File: config.mk
export PLATFORM = sky130hd
export DESIGN_NAME = uart_tx_arbiter
export DESIGN_NICKNAME = d
export VERILOG_FILES = /design/src/rtl/uart_tx_arbiter.sv
export SDC_FILE = /design/constraint.sdc
export NUM_CORES = 1
export LEC_CHECK = 0
export ABC_AREA = 1
export CAP_MARGIN = 10
export CORE_UTILIZATION = 45
export DETAILED_ROUTE_END_ITERATION = 8
export GPL_TIMING_DRIVEN = 0
export PLACE_DENSITY = 0.66
export SYNTH_ARGS = -nofsm -noshare
export SYNTH_HDL_FRONTEND = slang
export SYNTH_SLANG_ARGS = --single-unit
File: constraint.sdc
create_clock -name i_clk -period 4.3 [get_ports i_clk]
set_input_delay 0.86 -clock i_clk [delete_from_list [all_inputs] [get_ports i_clk]]
set_output_delay 0.86 -clock i_clk [all_outputs]
set_load 0.02 [all_outputs]
File: src/rtl/uart_tx_arbiter.sv
// Round-robin arbiter that shares one UART transmitter between N_REQ requesters.
// Each requester owns a one-byte holding slot; bytes are issued one at a time, paced by i_tx_busy.
module uart_tx_arbiter #(
    parameter int N_REQ         = 4,
    parameter int START_TIMEOUT = 16
) (
    input  logic               i_clk,
    input  logic               i_rst,
    input  logic [N_REQ-1:0]   i_req_transmit,
    input  logic [8*N_REQ-1:0] i_req_data,
    output logic [N_REQ-1:0]   o_req_drop,
    output logic [N_REQ-1:0]   o_pending,
    input  logic               i_tx_busy,
    output logic               o_tx_transmit,
    output logic [7:0]         o_tx_data
);
    localparam int LGW = $clog2(N_REQ);
    localparam int CW  = $clog2(START_TIMEOUT) + 1;

    localparam logic [1:0] IDLE       = 2'd0;
    localparam logic [1:0] WAIT_START = 2'd1;
    localparam logic [1:0] WAIT_DONE  = 2'd2;

    localparam logic [CW-1:0] CNT_LAST = CW'(START_TIMEOUT - 1);
    localparam logic [CW-1:0] CNT_MAX  = '1;

    logic [1:0]         state_reg;
    logic [LGW-1:0]     last_grant_reg;
    logic [CW-1:0]      timeout_cnt_reg;
    logic [N_REQ-1:0]   pending_reg;
    logic [N_REQ-1:0]   pending_next;
    logic [N_REQ-1:0]   drop_reg;
    logic [N_REQ-1:0]   drop_next;
    logic               tx_transmit_reg;
    logic [7:0]         tx_data_reg;
    logic [8*N_REQ-1:0] slot_flat;

    logic               grant_valid;
    logic [LGW-1:0]     grant_idx;
    logic [7:0]         grant_data;
    logic [N_REQ-1:0]   grant_mask;
    int                 cand;

    // A slot may be refilled on the very edge its old byte is granted out.
    generate
        for (genvar gi = 0; gi < N_REQ; gi++) begin : g_slot
            logic [7:0] slot_reg;
            always_ff @(posedge i_clk or posedge i_rst) begin
                if (i_rst) begin
                    slot_reg <= 8'h00;
                end else if (i_req_transmit[gi] && (!pending_reg[gi] || grant_mask[gi])) begin
                    slot_reg <= i_req_data[8*gi +: 8];
                end
            end
            assign slot_flat[8*gi +: 8] = slot_reg;
        end
    endgenerate

    // Search starts just after the last granted requester, wrapping modulo N_REQ.
    always_comb begin
        grant_valid = 1'b0;
        grant_idx   = '0;
        grant_data  = 8'h00;
        grant_mask  = '0;
        cand        = 0;
        if (state_reg == IDLE && !i_tx_busy) begin
            for (int i = 1; i <= N_REQ; i++) begin
                cand = (int'(last_grant_reg) + i) % N_REQ;
                if (!grant_valid && pending_reg[cand]) begin
                    grant_valid = 1'b1;
                    grant_idx   = LGW'(cand);
                    grant_data  = slot_flat[8*cand +: 8];
                end
            end
        end
        if (grant_valid) begin
            grant_mask[grant_idx] = 1'b1;
        end
    end

    assign pending_next = (pending_reg & ~grant_mask) | i_req_transmit;
    assign drop_next    = i_req_transmit & pending_reg & ~grant_mask;

    always_ff @(posedge i_clk or posedge i_rst) begin
        if (i_rst) begin
            state_reg       <= IDLE;
            last_grant_reg  <= LGW'(N_REQ - 1);
            timeout_cnt_reg <= '0;
            pending_reg     <= '0;
            drop_reg        <= '0;
            tx_transmit_reg <= 1'b0;
            tx_data_reg     <= 8'h00;
        end else begin
            pending_reg     <= pending_next;
            drop_reg        <= drop_next;
            tx_transmit_reg <= grant_valid;
            case (state_reg)
                IDLE: begin
                    if (grant_valid) begin
                        tx_data_reg     <= grant_data;
                        last_grant_reg  <= grant_idx;
                        timeout_cnt_reg <= '0;
                        state_reg       <= WAIT_START;
                    end
                end
                WAIT_START: begin
                    // A transmitter that never reports busy still releases the arbiter.
                    if (i_tx_busy) begin
                        state_reg <= WAIT_DONE;
                    end else if (timeout_cnt_reg == CNT_LAST) begin
                        state_reg <= IDLE;
                    end else if (timeout_cnt_reg != CNT_MAX) begin
                        timeout_cnt_reg <= timeout_cnt_reg + 1'b1;
                    end
                end
                WAIT_DONE: begin
                    if (!i_tx_busy) begin
                        state_reg <= IDLE;
                    end
                end
                default: state_reg <= IDLE;
            endcase
        end
    end

    assign o_pending     = pending_reg;
    assign o_req_drop    = drop_reg;
    assign o_tx_transmit = tx_transmit_reg;
    assign o_tx_data     = tx_data_reg;

endmodule

* Word level (Yosys, flattened, before mapping)
Index checks and enable logic that the tools add are counted.
** Storage, ports and cells
- Output and inout port bits :: 17
- Bits in registers :: 58
- Input bits :: 39
- Logic and storage cells :: 118
** Cells by class
- Muxes and demuxes :: 43
- Equality and inequality tests :: 10
- Bitwise operators :: 9
- Shift-type cells :: 4
- Order comparisons :: 6
- Reduce and logical (&&, ||, !) cells :: 30
- $add $sub $neg :: 5
** Operators by type and width (count)
- 32-bit by 6-bit variable part select with 8-bit output :: 4
- 8-bit two-way mux :: 5
- 5-bit two-way mux :: 4
- 2-bit two-way mux :: 9
- 1-bit two-way mux :: 17
- 3-bit by 4-bit less-than comparator with 1-bit output, second input constant :: 4
- 4-bit AND :: 3
- 2-bit inequality test, second input constant :: 5
- 5-bit one-hot mux with 2 select lines :: 1
- 1-bit logical AND :: 9
- 1-bit binary-select mux with 2-bit select :: 4
- 1-bit logical NOT :: 8
- 2-bit OR reduction :: 4
- 2-bit one-hot mux with 3 select lines :: 1
- 5-bit by 1-bit adder with 5-bit output, second input constant :: 1
- 5-bit by 4-bit equality test with 1-bit output, second input constant :: 1
- 5-bit inequality test, second input constant :: 1
- 5-bit AND reduction :: 1
- 2-bit by 1-bit adder with 2-bit output, second input constant :: 2
- 2-bit adder, second input constant :: 2
- 1-bit AND, first input constant :: 4
- 1-bit logical OR :: 4
- 4-bit two-way mux :: 1
- 4-bit inverter :: 1
- 11 further kinds :: 11

* Longest topological paths before layout
- Word-level depth :: 28
- Gate-level depth with buffers :: 17
- Gate-level depth less buffers :: 15

* Worst setup path before layout
OpenSTA, ideal clock, no wires.
- Kind :: register to register
- From :: reg last_grant_reg[1]
- To :: reg g_slot[0].slot_reg[4]
- Library setup time :: 0.117 ns
- Data arrival time :: 1.831 ns
- Path buffers :: 3
- Stages on the path, launching flop included :: 17
- Slack :: 2.351 ns
- Clock period less this slack :: 1.949 ns
- Data required time :: 4.183 ns
- Cell sequence :: dfstp_2 buf_6 inv_4 nand2_4 nand2_4 nand2_1 inv_2 nor2_2 nand3_2 buf_6 nand3_4 nand2_4 nand3_1 nand2_1 buf_6 nand3_1 nand2_1
** Between the ends
- Word-level cells in the longest chain between the ends :: 25
- Elaborated cells between the ends (all ways) :: 43
- Classes of those cells :: 4 x add/sub; 2 x order compare; 28 x mux; 9 x reduce/logical
** Ends and longest elaborated chain
- from (decl) :: line 28 : logic [LGW-1:0] last_grant_reg;
- from (signal assigned) :: line 87 : last_grant_reg <= LGW'(N_REQ - 1);
- from (signal assigned) :: line 101 : last_grant_reg <= grant_idx;
- 2-bit by 1-bit adder with 2-bit output :: line 68 : cand = (int'(last_grant_reg) + i) % N_REQ;
- 1-bit binary-select mux with 2-bit select :: line 69 : if (!grant_valid && pending_reg[cand]) begin
- 1-bit two-way mux (implied by the code) (2 in series) :: line 69
- 1-bit two-way mux :: line 69
- 1-bit two-way mux :: line 66 : if (state_reg == IDLE && !i_tx_busy) begin
- 1-bit logical NOT :: line 69
- 1-bit logical AND :: line 69
- 1-bit two-way mux :: line 69
- (+8 left out)
- 2-bit two-way mux :: line 66
- 2-bit by 3-bit less-than comparator with 1-bit output (implied by the code) / 2-bit by 1-bit greater-or-equal comparator with 1-bit output (equally long branches) :: line 77 : grant_mask[grant_idx] = 1'b1;
- 1-bit logical AND (implied by the code) :: line 77
- 1-bit two-way mux (implied by the code) :: line 77
- 1-bit demux with 2-bit select :: line 77
- 4-bit two-way mux * :: line 76 : if (grant_valid) begin
- 1-bit logical OR * :: line 51 : end else if (i_req_transmit[gi] && (!pending_reg[gi] || grant_mask[gi])) begin
- 1-bit logical AND * :: line 51
- to (signal assigned) :: line 52 : slot_reg <= i_req_data[8*gi +: 8];
- to (decl) :: line 47 : logic [7:0] slot_reg;
Every way passes the cells marked *; elsewhere a longest branch is shown, timed or not. The select of a mux whose other input is x is not followed.
A chain may end at the register's enable or synchronous reset.

* Worst setup path after layout
- From :: in i_tx_busy
- To :: reg g_slot[0].slot_reg[1]
** Between the ends
- Word-level cells in the longest chain between the ends :: 10
- Elaborated cells between the ends (all ways) :: 12
- Classes of those cells :: 2 x order compare; 5 x mux; 5 x reduce/logical
** Ends and longest elaborated chain
- from (decl) :: line 13 : input logic i_tx_busy,
- 1-bit logical NOT *
- 1-bit logical AND * :: line 66
- 2-bit two-way mux :: line 66
- 2-bit by 3-bit less-than comparator with 1-bit output (implied by the code) / 2-bit by 1-bit greater-or-equal comparator with 1-bit output (equally long branches) :: line 77
- 1-bit logical AND (implied by the code) :: line 77
- 1-bit two-way mux (implied by the code) :: line 77
- 1-bit demux with 2-bit select :: line 77
- 4-bit two-way mux * :: line 76
- 1-bit logical OR * :: line 51
- 1-bit logical AND * :: line 51
Every way passes the cells marked *; elsewhere a longest branch is shown, timed or not.

==> impl_metrics.env <==
export IMPL_switching_share_pct=49.4
export IMPL_p_int_mw=1.93
export IMPL_critPathCaptureType="flop"
export IMPL_antenna_left=0
export IMPL_rsz0062_at_grt="no"
export IMPL_critical_path_cell_by_cell="clkdlybuf4s50_1 > inv_1 > nand2_1 > clkinv_1 > nand2_1 > inv_1 > nand2_4 > nand3_1 > nand2_1 > nand2_2 > nand2_1 > nand2_1"
export IMPL_slew_headroom_pct=66.3
export IMPL_cts_setup_buffers=0
export IMPL_maximum_vdd_drop_v=0.000459
export IMPL_leakage_nw=2.24
export IMPL_post_placement_cell_count=669
export IMPL_num_io_pins=56
export IMPL_synthesized_area_um2=3640
export IMPL_synthesis_area_per_instance_um2=7.09
export IMPL_worst_slew_pin_transition_ns=0.504
export IMPL_period_minus_slack_ns=2.52
export IMPL_post_synth_inst_count=514
export IMPL_number_of_optimization_iterations_in_the_first_detailed_route_pass=5
export IMPL_pwr_share_clk_pct=13.6
export IMPL_total_switching_power_mw=1.88
export IMPL_hold_path_startpoint="o_tx_data[3]$_DFFE_PP0P_"
export IMPL_critPathArrivalTime_ns=2.76
export IMPL_timing_critical_path_from_type="primary input"
export IMPL_design_core_area_um2=7770
export IMPL_largest_incremental_delay_on_the_critical_path_ns=0.48
export IMPL_wire_length_of_the_first_global_routing_pass_um=14800
export IMPL_max_freq_ghz=0.396
export IMPL_max_reg_flops=32
export IMPL_dieHeight_um=92.0
export IMPL_share_seq_of_total_power_pct=25.3
export IMPL_rr_worst_depth=16
export IMPL_fin_crit_sh_pct=58.7
export IMPL_fin_tns_setup_ns=0
export IMPL_cp_data_required_time_ns=4.54
export IMPL_antennaDiodeCount=0
export IMPL_synth_seq_cells=58
export IMPL_final_cell_count_no_fill=685
export IMPL_grt_antenna_before_repair=0
export IMPL_gp_congestion=0.893
export IMPL_wl_per_cell_um=13.0
export IMPL_post_cts_hold_buffer_count=0
export IMPL_route_vias_total=3443
export IMPL_start_util_pct=46.9
export IMPL_power_per_cell_area_nw_per_um2=843
export IMPL_die_w_um=92.0
export IMPL_mappedNetlistNets=556
export IMPL_combPwrFrac_pct=61.1
export IMPL_crit_path_top_delay_cell="sky130_fd_sc_hd__clkdlybuf4s50_1"
export IMPL_grt_start_max_net_pins=37
export IMPL_finalPower_mw=3.81
export IMPL_placementRows=32
export IMPL_first_global_vias=3019
export IMPL_layout_setup_ws_ns=1.78
export IMPL_grt_usage_pct=22.3
export IMPL_post_detailed_placement_half_perimeter_wirelength_um=7060
export IMPL_cts_resized=0
export IMPL_cts_tree="done"
export IMPL_hold_depth=2
export IMPL_yosys_warnings=0
export IMPL_hold_ws_ns=0.477
export IMPL_syn_to_layout_area_delta_pct=23.9
export IMPL_hold_path_class="reg -> reg"
export IMPL_clock_sinks=58
export IMPL_cp_max_fo=10
export IMPL_setup_viol=0
export IMPL_clock_network_latency_to_the_later_pin_of_the_worst_skew_pair_ns=0.35
export IMPL_synth_seq_area_share_pct=39.9
export IMPL_rr_endpoint="g_slot[0].slot_reg[1]$_DFFE_PP0P_"
export IMPL_area_share_of_the_largest_cell_type_after_synthesis_pct=38.5
export IMPL_timing_hold_violations_final=0
export IMPL_globalRouteOverflowTotal=0
export IMPL_timing_hold_worst_endpoint="o_tx_data[3]$_DFFE_PP0P_"
export IMPL_ys_top_cells_by_area="sky130_fd_sc_hd__dfrtp_1 38%, sky130_fd_sc_hd__nand2_1 20%, sky130_fd_sc_hd__nand3_1 6.7%"
export IMPL_detailedRoute_firstIterationViolations=174
export IMPL_outcome="complete, no violations"
export IMPL_number_of_buffers_inserted_during_clock_tree_synthesis=9
export IMPL_setup_worst_path_class="in -> reg"
export IMPL_rrSetupSlack_ns=2.07
export IMPL_htree_levels=3
export IMPL_ctsLongestPathBuffers=2
export IMPL_timing_clock_skew_ns=0.00994
export IMPL_drive_above_1_share_pct=11.5
export IMPL_yosys_area_top_type="sky130_fd_sc_hd__dfrtp_1"
export IMPL_cts_root_buf="sky130_fd_sc_hd__clkbuf_8"
export IMPL_worst_r2r_startpoint="last_grant_reg[1]$_DFFE_PP1P_"
export IMPL_pre_cts_slack_ns=1.42
export IMPL_critical_path_most_common_cell="sky130_fd_sc_hd__nand2_1"
export IMPL_number_of_vias_per_cell=5.03
export IMPL_layout_cells_most_common="sky130_fd_sc_hd__nand2_1"
export IMPL_slew_violations=0
export IMPL_remaining_design_rule_violation_count=0
export IMPL_port_buffer_count=52
export IMPL_clk_pin_slew_ns=0.06
export IMPL_yosysUniqueCellTypes=29
export IMPL_wl_um=8910
export IMPL_design_final_nets=620
export IMPL_layout_common_cells="197 x sky130_fd_sc_hd__nand2_1, 56 x sky130_fd_sc_hd__dfrtp_1, 52 x sky130_fd_sc_hd__clkdlybuf4s50_1, 49 x sky130_fd_sc_hd__nand3_1, 48 x sky130_fd_sc_hd__o21ai_0"
export IMPL_floorplan_die_area_um2=8460
export IMPL_maxCapViolCount=0
[power by group through the flow]
stage	sequential, mW	clock (mW)	combinational (mW)
after global routing	0.996	0.550	2.61
after global placement	0.960	0	2.28
after CTS	0.967	0.528	2.32
after detailed placement	0.975	0	2.31
after floorplan	1.01	0	1.66
final	0.965	0.516	2.33
[worst max-delay path by stage]
stage,slack [ns],start,depth (start not counted),to
after global routing,1.63,i_tx_busy,12,g_slot[0].slot_reg[1]$_DFFE_PP0P_
after CTS,1.77,i_tx_busy,12,g_slot[0].slot_reg[1]$_DFFE_PP0P_
after global placement,0.93,i_rst,2,o_req_drop[1]$_DFF_PP0_
after detailed placement,1.42,i_tx_busy,12,g_slot[0].slot_reg[1]$_DFFE_PP0P_
after floorplan,2.02,i_rst,1,g_slot[0].slot_reg[0]$_DFFE_PP0P_
final,1.78,i_tx_busy,12,g_slot[0].slot_reg[1]$_DFFE_PP0P_
[layout make-up]
type / instances / area, um2
Fill cell: 758 / 3250
Multi-Input combinational cell: 379 / 1830
Sequential cell: 58 / 1450
Timing Repair Buffer: 53 / 541
Inverter: 52 / 200
Buffer: 25 / 155
Clock buffer: 11 / 151
Tap cell: 102 / 128
Clock inverter: 5 / 52.6
[logic make-up (layout without fill, tap and decap cells)]
logic type               Yosys count  in the layout  share of synthesized area, %
buffers and inverters             77            146                          9.76
AO/OA/AOI/OAI                     79             79                          12.3
flip-flops                        58             58                          39.9
AND/OR/NAND/NOR                  297            297                          37.0
adder cells (fa/ha/maj)            3              3                          1.03
[stage by stage]
stage               util (%)  instance area (um2)
global placement        55.2                 4290
finish                  58.1                 4510
floorplan                  -                 3640
CTS                     58.1                 4510
detailed placement      55.5                 4310
global route            58.1                 4510
[critical path: cells and delay by family]
family,cells,cell delay [ns]
AND/OR/NAND/NOR,8,0.95
buffers and inverters,4,0.93
[cells in the mapped netlist]
master                     number
sky130_fd_sc_hd__nand2_1      197
sky130_fd_sc_hd__dfrtp_1       56
sky130_fd_sc_hd__nand3_1       49
sky130_fd_sc_hd__inv_1         48
sky130_fd_sc_hd__o21ai_0       48
sky130_fd_sc_hd__nor2_1        17
sky130_fd_sc_hd__o211ai_1      16
sky130_fd_sc_hd__a21oi_1       11
sky130_fd_sc_hd__clkbuf_1      11
sky130_fd_sc_hd__nand3_2       10
sky130_fd_sc_hd__nand2_2        8
sky130_fd_sc_hd__buf_6          7
sky130_fd_sc_hd__nand2_4        6
sky130_fd_sc_hd__buf_2          4
sky130_fd_sc_hd__ha_1           3
sky130_fd_sc_hd__nor2_2         3
sky130_fd_sc_hd__nor3_1         3
sky130_fd_sc_hd__buf_1          2
sky130_fd_sc_hd__dfstp_2        2
sky130_fd_sc_hd__inv_4          2
sky130_fd_sc_hd__nor2_4         2
sky130_fd_sc_hd__o21ai_1        2
sky130_fd_sc_hd__buf_4          1
sky130_fd_sc_hd__clkinv_1       1
sky130_fd_sc_hd__inv_2          1
sky130_fd_sc_hd__nand3_4        1
sky130_fd_sc_hd__o21ai_4        1
sky130_fd_sc_hd__o21bai_1       1
sky130_fd_sc_hd__or2_2          1
[routing by layer]
layer / global-route usage (%) / routed length, um
met2: 34.0 / 4020
met3: 4.89 / 488
met1: 31.7 / 4300
met5: 0 / 0
met4: 6.25 / 104
(Power assumes the default switching activity.)
